## config.mk

```make
export PLATFORM = sky130hd
export DESIGN_NAME = uart_tx_fifo
export DESIGN_NICKNAME = d
export VERILOG_FILES = /design/src/rtl/uart_tx_fifo.sv
export SDC_FILE = /design/constraint.sdc
export NUM_CORES = 1
export LEC_CHECK = 0
export CAP_MARGIN = 20
export CORE_MARGIN = 3
export CORE_UTILIZATION = 45
export CTS_CLUSTER_SIZE = 20
export DETAILED_ROUTE_END_ITERATION = 8
export PLACE_DENSITY = 0.73
export SYNTH_ARGS = -nofsm -noshare
export SYNTH_HDL_FRONTEND = slang
export SYNTH_SLANG_ARGS = --single-unit
```

## constraint.sdc

```tcl
create_clock -name clk -period 2.4 [get_ports clk]
set_input_delay 0.36 -clock clk [delete_from_list [all_inputs] [get_ports clk]]
set_output_delay 0.36 -clock clk [all_outputs]
set_load 0.05 [all_outputs]
```

## src/rtl/uart_tx_fifo.sv

```systemverilog
// TX byte queue feeding the UART core; optional UART_TXF_OVERFLOW_EN adds a sticky dropped-push flag.
// Latency: byte pushed into an empty queue on an idle line launches (transmit_o) two edges later.
// Backpressure: pushes while full_o are dropped; launches wait for an idle line and the previous byte.
module uart_tx_fifo #(
    parameter int DEPTH_LOG2    = 4,
    parameter int START_TIMEOUT = 4
) (
    input  logic                clk,
    input  logic                rst_n,
    input  logic                push_i,
    input  logic [7:0]          push_data_i,
    input  logic                flush_i,
    output logic                full_o,
    output logic                empty_o,
    output logic [DEPTH_LOG2:0] level_o,
    output logic                busy_o,
    output logic                transmit_o,
    output logic [7:0]          tx_byte_o,
`ifdef UART_TXF_OVERFLOW_EN
    input  logic                overflow_clr_i,
    output logic                overflow_o,
`endif
    input  logic                is_transmitting_i
);

    localparam int DEPTH = 1 << DEPTH_LOG2;
    localparam int CW    = $clog2(START_TIMEOUT + 1);

    typedef enum logic [1:0] {IDLE, LAUNCH, WAIT_START, WAIT_DONE} state_t;

    state_t                state_q, state_d;
    logic [7:0]            mem_q [DEPTH];
    logic [DEPTH_LOG2-1:0] wptr_q, wptr_d, rptr_q, rptr_d;
    logic [DEPTH_LOG2:0]   level_q, level_d;
    logic                  full_q, empty_q;
    logic [CW-1:0]         cnt_q, cnt_d;
    logic                  transmit_q;
    logic [7:0]            tx_byte_q;
    logic                  push_acc, pop;

    assign push_acc = push_i && !full_q;
    // Flush suppresses the launch so a flushed head byte can never escape.
    assign pop      = (state_q == IDLE) && !empty_q && !is_transmitting_i && !flush_i;

    always_comb begin
        wptr_d  = wptr_q;
        rptr_d  = rptr_q;
        level_d = level_q;
        if (flush_i) begin
            wptr_d  = '0;
            rptr_d  = '0;
            level_d = '0;
        end else begin
            if (push_acc) wptr_d = wptr_q + DEPTH_LOG2'(1);
            if (pop)      rptr_d = rptr_q + DEPTH_LOG2'(1);
            if (push_acc && !pop)      level_d = level_q + (DEPTH_LOG2+1)'(1);
            else if (pop && !push_acc) level_d = level_q - (DEPTH_LOG2+1)'(1);
        end
    end

    always_comb begin
        state_d = state_q;
        cnt_d   = cnt_q;
        case (state_q)
            IDLE:       if (pop) state_d = LAUNCH;
            LAUNCH: begin
                cnt_d   = '0;
                state_d = WAIT_START;
            end
            WAIT_START: begin
                if (is_transmitting_i) begin
                    state_d = WAIT_DONE;
                end else begin
                    cnt_d = cnt_q + CW'(1);
                    if (cnt_d == CW'(START_TIMEOUT)) state_d = IDLE;
                end
            end
            WAIT_DONE:  if (!is_transmitting_i) state_d = IDLE;
            default:    state_d = IDLE;
        endcase
    end

    always_ff @(posedge clk) begin
        if (push_acc) mem_q[wptr_q] <= push_data_i;
    end

    always_ff @(posedge clk or negedge rst_n) begin
        if (!rst_n) begin
            state_q    <= IDLE;
            wptr_q     <= '0;
            rptr_q     <= '0;
            level_q    <= '0;
            full_q     <= 1'b0;
            empty_q    <= 1'b1;
            cnt_q      <= '0;
            transmit_q <= 1'b0;
            tx_byte_q  <= 8'h00;
        end else begin
            state_q    <= state_d;
            wptr_q     <= wptr_d;
            rptr_q     <= rptr_d;
            level_q    <= level_d;
            full_q     <= (level_d == (DEPTH_LOG2+1)'(DEPTH));
            empty_q    <= (level_d == '0);
            cnt_q      <= cnt_d;
            transmit_q <= (state_d == LAUNCH);
            if (pop) tx_byte_q <= mem_q[rptr_q];
        end
    end

`ifdef UART_TXF_OVERFLOW_EN
    logic overflow_q;
    always_ff @(posedge clk or negedge rst_n) begin
        if (!rst_n)                  overflow_q <= 1'b0;
        else if (push_i && full_q)   overflow_q <= 1'b1;
        else if (overflow_clr_i)     overflow_q <= 1'b0;
    end
    assign overflow_o = overflow_q;
`endif

    assign full_o     = full_q;
    assign empty_o    = empty_q;
    assign level_o    = level_q;
    assign busy_o     = !empty_q || (state_q != IDLE);
    assign transmit_o = transmit_q;
    assign tx_byte_o  = tx_byte_q;

endmodule

```

# Word-level counts from Yosys, hierarchy flattened
# Memories as Yosys holds them, arrays and structs flattened. A register that Yosys moved wholly into a read port is not among the register bits.
# Index checks and enable logic that the tools add are counted.
[word_totals]
ram_bits = 128
ff_bits = 21
mem_count = 1
output_inout_bits = 17
wordCells = 58
[mem_list]
columns = ["name", "depth", "word_bits", "read_ports", "rd_clocked_by_memory_dff", "write_ports", "line", "rtl"]
rows = [
  ["mem_q", 16, 8, 1, 1, 1, "32", "logic [7:0] mem_q [DEPTH];"],
]
[classes]
n_reduce_logical = 21
n_addsub = 5
muxes = 16
n_eq_ne = 7
[op_table]
columns = ["cell", "n"]
rows = [
  ["4-bit 2-to-1 mux", 4],
  ["5-bit 2-to-1 mux", 3],
  ["4-bit by 1-bit adder with 4-bit output (second input constant)", 2],
  ["2-bit 2-to-1 mux", 4],
  ["2-bit case mux with 4 select lines", 1],
  ["2-bit nonzero test", 4],
  ["1-bit logical NOT", 7],
  ["1-bit logical AND", 6],
  ["3-bit case mux with 2 select lines", 1],
  ["5-bit by 1-bit adder with 5-bit output (second input constant)", 1],
  ["5-bit equality test (second input constant)", 1],
  ["5-bit logical NOT", 1],
  ["5-bit by 1-bit subtractor with 5-bit output (second input constant)", 1],
  ["2-bit by 1-bit equality test with 1-bit output (second input constant)", 2],
  ["2-bit equality test (second input constant)", 2],
  ["3-bit by 1-bit adder with 3-bit output (second input constant)", 1],
  ["3-bit equality test (second input constant)", 1],
  ["3-bit 2-to-1 mux", 1],
  ["2-bit logical NOT", 1],
  ["1-bit 2-to-1 mux", 2],
  ["2-bit != test (second input constant)", 1],
  ["2-bit AND reduction", 1],
  ["1-bit logical OR", 1],
]

# Logic depth before layout (Yosys ltp)
# Gate-level depths: netlist of run 1.
[depth]
depth_word = 9
depth_mapped = 7

# Worst setup path after synthesis of run 1
# OpenSTA, ideal clock, no wires.
[synth_timing]
path_type = "register to register"
from = "register rptr_q[0]"
to = "register tx_byte_q[2] (netlist: tx_byte_o[2]), read port of mem_q"
arrival_time_ns = 1.816
n_path_buf = 2
setup_time_ns = 0.151
path_stages_with_launch = 6
setup_slack_ns = 0.433
required_time_ns = 2.249
path_cell_list = "dfrtp_1 > buf_2 > clkbuf_1 > mux4_2 > a22oi_1 > o311ai_0"
[synth_lines]
columns = ["item", "line", "rtl"]
rows = [
  ["start, declared", "33", "logic [DEPTH_LOG2-1:0] wptr_q, wptr_d, rptr_q, rptr_d;"],
  ["start signal, assigned", "101", "rptr_q <= rptr_d;"],
  ["end, declared", "38", "logic [7:0] tx_byte_q;"],
]

# Worst setup path in the final report of run 1
[layout_timing]
from = "register level_q[2] (netlist: level_o[2])"
to = "output level_o[2]"
[layout_lines]
columns = ["item", "line", "rtl"]
rows = [
  ["start, declared", "34", "logic [DEPTH_LOG2:0] level_q, level_d;"],
  ["start signal, assigned", "102", "level_q <= level_d;"],
  ["end, declared", "15", "output logic [DEPTH_LOG2:0] level_o,"],
]
# No word-level cell between the ends.

==> results.ini, run 1 <==
[timing]
min_period_ns=2.18
tightestPinTransition_ns=0.816
period_share_pct=90.8
slew_headroom_pct=45.6
rsz0062_at_grt=false
tns_ns=0
final.setup.worst_slack_ns=0.220
hold_viol=0
finalSetupViolations=0
max_freq_ghz=0.459
slew_violations=0
fin_worst_skew_ns=0.00861

[grt]
grt_max_degree=33
grt_pass1_vias=3566
antenna_found_initial=0
grt_pass1_wl_um=20400
track_usage_pct=17.2
grt_overflow=0

[yosys]
synth_xor_area_share_pct=1.22
yosys.area_share.simple_pct=7.72
synth_compound_area_share_pct=3.92
synth_top_area_share_pct=59.3
muxShareOfSynthArea_pct=13.0
ys_seq_area_share_pct=70.5
yosys_warnings=0
ys_ff_latch=157
synth.largest_area_cell=edfxtp_1
synth.avg_cell_area_sq_um=17.8
postSynthCellCount=364
synth_top_family_by_area=multiplexers
netlist_area_sq_um=6480
synth_fa_ha_area_share_pct=1.74
syn-num-nets=386
ys_top_cells_by_area=edfxtp_1, mux4_2, dfrtp_1, ha_1, and2_1
netlist-cell-type-count=47

[route]
vias=3507
routed_via_density=5.70
postRouteAntennaNets=0
drc_errors=0
initialDrtViolationCount=377
wl_per_cell_um=21.0
wl_um=12900
first_pass_iters=7

[cells_and_area]
fill_cells=1070
n_antenna_cell=0
stdcell_area_sq_um=7660
area_growth_syn_to_layout_pct=18.2
drive_gt1_share_pct=24.8
nets=445

[place]
dpl_cell_area_sq_um=7130
portBuffers=29
place_ws_ns=0.0980
dp_hpwl_um=8450
place_congestion=0.803

[clocking]
numCtsBuffers=17
cts_sinks=157
cts-root-buf=clkbuf_16
hold_buffers=0
clk_latency_ns=0.42
tritoncts=yes
clk_pin_slew_ns=0.06
htree_levels=4
clock_path_buffers=2

[min_path]
hp-class=in -> async

[setup_path]
cp_slowest_cell=clkdlybuf4s50_1
critPathLaunch=level_o[2]
crit_family=buffers and inverters
path_buf_inv=1
critPathMaxFanout=7
crit_chain=clkdlybuf4s50_1
worstSetupEndpointType=primary output
cp_data_required_time_ns=2.04
reg2reg_to=tx_byte_o[1]
ff2ff_path_depth=4
endpoint=level_o[2]
r2r_start=rptr_q[0]
cp.depth=1
slowest_delay_ns=0.88
startpoint_type=flip-flop
path_class=reg -> out
critical_path_arrival_ns=1.82
reg2reg_slack_ns=0.27

[die]
fp.dieH_um=126
die-area_sq_um=15900
io_pins=30
start_util_pct=46.4
rows=43
die_w_um=126
core_sq_um=14000

[outcome]
status=completed

[power]
clockPowerShare_pct=35.8
power_switching_share_pct=27.8
p_sw_mw=1.86
p_int_mw=4.84
seq_power_share_pct=48.9
power_density_nw_per_um2=874
power_leakage_nw=2.61
max-vdd-ir-drop_mv=0.570
pwr-share-comb_pct=15.3

[job]
drv_cap=0

==> cells in the final DEF (no fill, tap or decap), types with 6 or more instances in the layout <==
| cell type | count |
|---|---|
| mux2i_1 | 8 |
| mux4_2 | 32 |
| inv_1 | 6 |
| buf_4 | 27 |
| clkdlybuf4s50_1 | 28 |
| nand2_1 | 21 |
| a21oi_1 | 11 |
| edfxtp_1 | 128 |
| nand3_1 | 6 |
| ha_1 | 9 |
| and2_1 | 17 |
| clkbuf_16 | 17 |
| inv_6 | 6 |
| nor2_1 | 14 |
| dfrtp_1 | 27 |
==> synth_stat cells (all sizes together) <==
cell type and number:
nand2 21, a22oi 5, nor2b 3, mux2i 8, or3b 1, nor3 6, nor4b 1, mux4 32
nand4 2, nand3 6, ha 9, dfstp 1, a31oi 1, o21bai 1, nor2 14, a2111oi 1
and3 2, or4 1, nor3b 3, or2 1, and2 17, inv 7, a22o 3, mux2 4
dfrtp 28, a21oi 11, o21a 1, clkbuf 6, nor4 2, edfxtp 128, xor2 5, a21o 1
o22ai 5, nand2b 4, xnor2 4, o21ai 2, a32o 1, buf 11, o311ai 5
==> worst min-delay path by stage <==
stage	start	endpoint	slack (ns)	cells after the start
after floorplan	rst_n	cnt_q[0]	0.06	0
after global placement	tx_byte_o[3]	tx_byte_o[3]	0.52	2
after detailed placement	tx_byte_o[7]	tx_byte_o[7]	0.54	2
after CTS	rst_n	state_q[1]	0.34	2
after global routing	rst_n	state_q[1]	0.37	2
final	rst_n	level_o[4]	0.34	2
==> metrics by stage <==
step	total power [mW]	instances	hold WS [ns]	utilization [%]
floorplan	3.99	364	0.0644	-
global placement	4.32	584	0.523	51.0
detailed placement	4.37	584	0.541	51.0
CTS	6.75	615	0.344	54.8
global route	6.97	615	0.368	54.8
finish	6.70	615	0.341	54.8
==> metal layers <==
| layer | GRT usage (%) | up-vias | part of all wire [%] |
|---|---|---|---|
| met4 | 7.13 | 0 | 2.0 |
| met2 | 26.6 | 138 | 50 |
| met1 | 23.6 | 1796 | 42 |
| li1 | - | 1555 | - |
| met3 | 4.24 | 18 | 6.5 |
| met5 | 0 | - | 0 |
==> layout make-up <==
| type | instances | area, sq um | share of cell area, % |
|---|---|---|---|
| Clock buffer | 17 | 425 | 5.55 |
| Clock inverter | 14 | 108 | 1.40 |
| Inverter | 7 | 26.3 | 0.343 |
| Multi-Input combinational cell | 183 | 1790 | 23.4 |
| Sequential cell | 157 | 4570 | 59.7 |
| Tap cell | 180 | 225 | 2.94 |
| Timing Repair Buffer | 57 | 515 | 6.73 |
==> repair_timing <==
| action | 4_1_cts | 5_1_grt |
|---|---|---|
| setup endpoints to repair | 0 | 1 |
| gates resized for setup | 0 | 1 |
| setup buffers | 0 | 0 |
==> kinds of logic (layout without fill, tap and decap cells) <==
logic type | Yosys count | count (layout)
AO/OA/AOI/OAI | 37 | 37
XOR/XNOR | 9 | 9
adder cells (fa/ha/maj) | 9 | 9
buffers and inverters | 24 | 95
flip-flops | 157 | 157
multiplexers | 44 | 44
AND/OR/NAND/NOR | 84 | 84
==> sequential cells by signal, summed over array words and instances, names as in the netlist <==
signal      cells
transmit_o      1
empty_o         1
state_q         2
level_o         5
full_o          1
rptr_q          4
tx_byte_o       8
cnt_q           3
wptr_q          4
mem_q         128
==> power groups by stage <==
stage                     sequential [mW]  combinational (mW)  clock (mW)
after floorplan                      3.53               0.460           0
after global placement               3.32                1.00           0
after detailed placement             3.33                1.03           0
after CTS                            3.28                1.03        2.43
after global routing                 3.30                1.09        2.57
final                                3.28                1.02        2.40
No activity file was read; power rests on OpenSTA's default activity.
==> inputs of run 2 (changes only) <==
Settings changed: ABC_AREA set to 1, TNS_END_PERCENT set to 50.
==> results.ini, run 2 <==
[yosys]
synth_most_common_cell=edfxtp_1
ys.flop_type=edfxtp_1
syn-num-nets=608
netlist_area_sq_um=6660
synth_top_area_share_pct=57.8
netlist-cell-type-count=30
ys_ff_latch=157
synth.largest_area_cell=edfxtp_1
yosys_warnings=0
synth_edf_count=128
postSynthCellCount=586
async_reset_ff_share_pct=18.5
synth.avg_cell_area_sq_um=11.4
ys_seq_area_share_pct=68.7
ys_top_cells_by_area=edfxtp_1, dfrtp_1, nor2_1, o21ai_0, nand2_1
ys_top_cells_by_count=edfxtp_1, nor2_1, nand2_1, o21ai_0, o211ai_1

[setup_path]
reg2reg_to=tx_byte_o[5]
path_buf_inv=1
cp_slowest_cell=clkdlybuf4s50_1
cp_data_required_time_ns=2.04
r2r_start=rptr_q[0]
crit_family=buffers and inverters
path_class=reg -> out
critical_path_arrival_ns=1.78
startpoint_type=flip-flop
crit_chain=clkdlybuf4s50_1
worstSetupEndpointType=primary output
slowest_delay_ns=0.86
critPathMaxFanout=7
reg2reg_slack_ns=0.49
critPathLaunch=level_o[2]
ff2ff_path_depth=9

[job]
drv_cap=0

[route]
postRouteAntennaNets=0
first_pass_iters=7
drc_errors=0
initialDrtViolationCount=499
routed_via_density=5.40
wl_um=14400
wl_per_cell_um=17.5
vias=4447

[outcome]
status=completed

[power]
power_switching_share_pct=28.8
power_leakage_nw=2.92
power_density_nw_per_um2=915
seq_power_share_pct=45.5
p_sw_mw=2.05
pwr-share-comb_pct=18.1
finalPower_mw=7.10
p_int_mw=5.06
clockPowerShare_pct=36.4
max-vdd-ir-drop_mv=0.418

[timing]
tightestPinTransition_ns=0.753
rsz0062_at_grt=false
hold_viol=0
finalSetupViolations=0
slew_headroom_pct=49.6
tns_ns=0
hold_ws_ns=0.331
period_share_pct=89.0
slew_violations=0
max_freq_ghz=0.468
min_period_ns=2.14
fin_worst_skew_ns=0.00626

[cells_and_area]
final_cell_mix=edfxtp_1, nor2_1, nand2_1, o21ai_0, o211ai_1
drive_gt1_share_pct=9.80
regMostFlops=mem_q
instances_no_fill=823
area_growth_syn_to_layout_pct=16.7
largest_register_ffs=128
nets=652
multi_input_area_sq_um=1780
seqCellArea_sq_um=4570
final_common_cell=edfxtp_1
fill_cells=1139
stdcell_area_sq_um=7760
n_antenna_cell=0

[clocking]
cts_sinks=157
clk_pin_slew_ns=0.06
htree_levels=4
hold_buffers=0
cts-root-buf=clkbuf_16
cts_resized=0
clock_path_buffers=2
clk_latency_ns=0.41
cts_setup_buffers=0
numCtsBuffers=17
tritoncts=yes

[place]
dp_hpwl_um=9200
dpl_cell_area_sq_um=7190
place_congestion=0.847
portBuffers=29
placed_cells=791

[die]
rows=43
die_w_um=128
core_sq_um=14100
start_util_pct=47.0
fp.dieH_um=128
die-area_sq_um=16300
io_pins=30

[grt]
track_usage_pct=18.7
grt_pass1_wl_um=23400
grt_max_degree=67
grt_overflow=0
grt_pass1_vias=4441
antenna_found_initial=0

[min_path]
hp-class=in -> async

-- run 2: per-layer routing --
| metal | track usage, % | wire length, um | up-vias |
|---|---|---|---|
| met4 | 8.24 | 378 | 0 |
| met1 | 24.9 | 6140 | 2133 |
| li1 | - | - | 2128 |
| met3 | 3.05 | 891 | 29 |
| met5 | 0 | 0 | - |
| met2 | 30.5 | 7000 | 157 |
-- run 2: worst max-delay path by stage --
stage                             end  cells past startpoint  slack (ns)
after floorplan           mem_q[7][0]                      4        0.61
after global placement        empty_o                      8        0.39
after detailed placement      empty_o                      8        0.31
after CTS                  level_o[2]                      1        0.24
after global routing           busy_o                      3        0.20
final                      level_o[2]                      1        0.26
-- run 2: stage by stage --
stage	setup slack (ns)	util [%]
2_1_floorplan	0.614	-
3_3_place_gp	0.387	50.8
3_5_place_dp	0.308	50.8
4_1_cts	0.240	54.9
5_1_grt	0.205	54.9
6_report	0.265	54.9
-- run 2: layout make-up --
cell class / instances / area share [%]
Tap cell: 180 / 2.90
Multi-Input combinational cell: 367 / 22.9
Clock inverter: 13 / 1.82
Timing Repair Buffer: 54 / 6.32
Inverter: 33 / 1.60
Clock buffer: 19 / 5.58
Sequential cell: 157 / 58.9
-- run 2: logic make-up after synthesis --
logic type | share of synthesized area (%)
xor gates and xnor gates | 0.527
adders and majority gates | 1.69
AOI/OAI and AO/OA | 9.95
buffers and inverters | 4.59
DFF | 68.7
and+or+nand+nor | 14.6
-- run 2: power by group through the flow --
stage	registers, mW	logic (mW)	clock network, mW
after floorplan	3.56	0.585	0
after global placement	3.28	1.26	0
after detailed placement	3.28	1.29	0
after CTS	3.23	1.30	2.62
after global routing	3.25	1.41	2.75
final	3.23	1.29	2.59
==> inputs of run 3 (changes only) <==
Settings changed: PLACE_DENSITY 0.73 to unset, PLACE_DENSITY_LB_ADDON set to 0.05.
==> results.ini, run 3 (synthesis gave the netlist of run 2 again) <==
[die]
die-area_sq_um=16300
rows=43
die_w_um=128
fp.dieH_um=128
start_util_pct=47.0
io_pins=30
core_sq_um=14100

[setup_path]
cp_slowest_cell=clkdlybuf4s50_1
slowest_delay_ns=0.70
startpoint_type=flip-flop
crit_chain=nor2_2 -> nand2_1 -> clkdlybuf4s50_1
path_class=reg -> out
critical_path_arrival_ns=1.81
cp_data_required_time_ns=2.04
critPathMaxFanout=5
worstSetupEndpointType=primary output

[clocking]
cts_setup_buffers=0
clk_pin_slew_ns=0.06
cts_resized=0
clock_path_buffers=2
cts-root-buf=clkbuf_16
htree_levels=4
cts_sinks=157
tritoncts=yes
numCtsBuffers=17
clk_latency_ns=0.42
hold_buffers=0

[timing]
slew_headroom_pct=50.3
finalSetupViolations=0
rsz0062_at_grt=false
hold_viol=0
min_period_ns=2.17
max_freq_ghz=0.461
tightestPinTransition_ns=0.744
tns_ns=0
slew_violations=0
fin_worst_skew_ns=0.0111
period_share_pct=90.4

[cells_and_area]
largest_register_ffs=128
final_common_cell=edfxtp_1
nets=654
n_antenna_cell=0
drive_gt1_share_pct=10.1
regMostFlops=mem_q
final_cell_mix=edfxtp_1, nor2_1, nand2_1, o21ai_0, o211ai_1
area_growth_syn_to_layout_pct=17.1
fin_util_pct=55.1

[route]
vias=4422
wl_per_cell_um=18.4
routed_via_density=5.36
initialDrtViolationCount=441
drc_errors=0
wl_um=15200
first_pass_iters=5
postRouteAntennaNets=0

[place]
place_congestion=0.796
portBuffers=29
dp_hpwl_um=9420

[grt]
grt_overflow=0
grt_pass1_wl_um=23800
antenna_found_initial=0
track_usage_pct=19.5
grt_max_degree=68
grt_pass1_vias=4234

[min_path]
hp-class=in -> async

[power]
max-vdd-ir-drop_mv=0.574
power_density_nw_per_um2=911
power_leakage_nw=2.93

[job]
drv_cap=0

[outcome]
status=completed

[run 3: cell count changes in the layout (fill, tap and decap cells not counted), sizes merged]
| cell | change |
|---|---|
| buf | +2 |
| bufinv | -2 |
| clkbuf | +9 |
| clkinv | -4 |
| clkinvlp | -1 |
| inv | -2 |
[run 3: critical path, delay by kind of cell (launching register included)]
family                 cells  cell delay, ns
and+or+nand+nor            2            0.26
buffers and inverters      1            0.70
DFF                        1            0.43
[run 3: through the flow]
step                      cells  power [mW]  hold slack, ns  setup WS, ns  instance area, sq um
final                       825        7.10           0.338         0.230                  7790
after global routing        825        7.38           0.369         0.128                  7790
after global placement      793        4.54           0.472         0.379                  7210
after detailed placement    793        4.56           0.473         0.304                  7210
after CTS                   825        7.14           0.346         0.211                  7790
after floorplan             586        4.14          0.0644         0.614                  6660
[run 3: power by group]
part / internal, mW / switching (mW)
logic: 0.403 / 0.859
clock network: 1.58 / 1.01
registers: 3.11 / 0.126
total: 5.10 / 2.00
[run 3: final timing paths]
path / to / slack, ns / cells past startpoint / startpoint
worst max-delay path: busy_o / 0.23 / 3 / state_q[1]
worst min-delay path: cnt_q[2] / 0.34 / 2 / rst_n
worst max register to register: tx_byte_o[5] / 0.49 / 9 / rptr_q[0]
worst min register to register: tx_byte_o[7] / 0.49 / 2 / tx_byte_o[7]
max in group asynchronous: empty_o / 1.73 / 2 / rst_n
min in group clk: tx_byte_o[7] / 0.49 / 2 / tx_byte_o[7]
[run 3: cell type report]
type | instances | area, sq um
Clock buffer | 28 | 559
Clock inverter | 4 | 23.8
Fill cell | 1218 | 6360
Inverter | 33 | 124
Multi-Input combinational cell | 367 | 1780
Sequential cell | 157 | 4570
Tap cell | 180 | 225
Timing Repair Buffer | 56 | 505
[run 3: per-layer routing]
| metal | vias to the layer above | share of wire [%] | track usage, % |
|---|---|---|---|
| met5 | - | 0 | 0 |
| met4 | 0 | 1.6 | 6.24 |
| met3 | 17 | 4.3 | 4.39 |
| met2 | 109 | 47 | 29.6 |
| met1 | 2163 | 47 | 28.2 |
| li1 | 2133 | - | - |
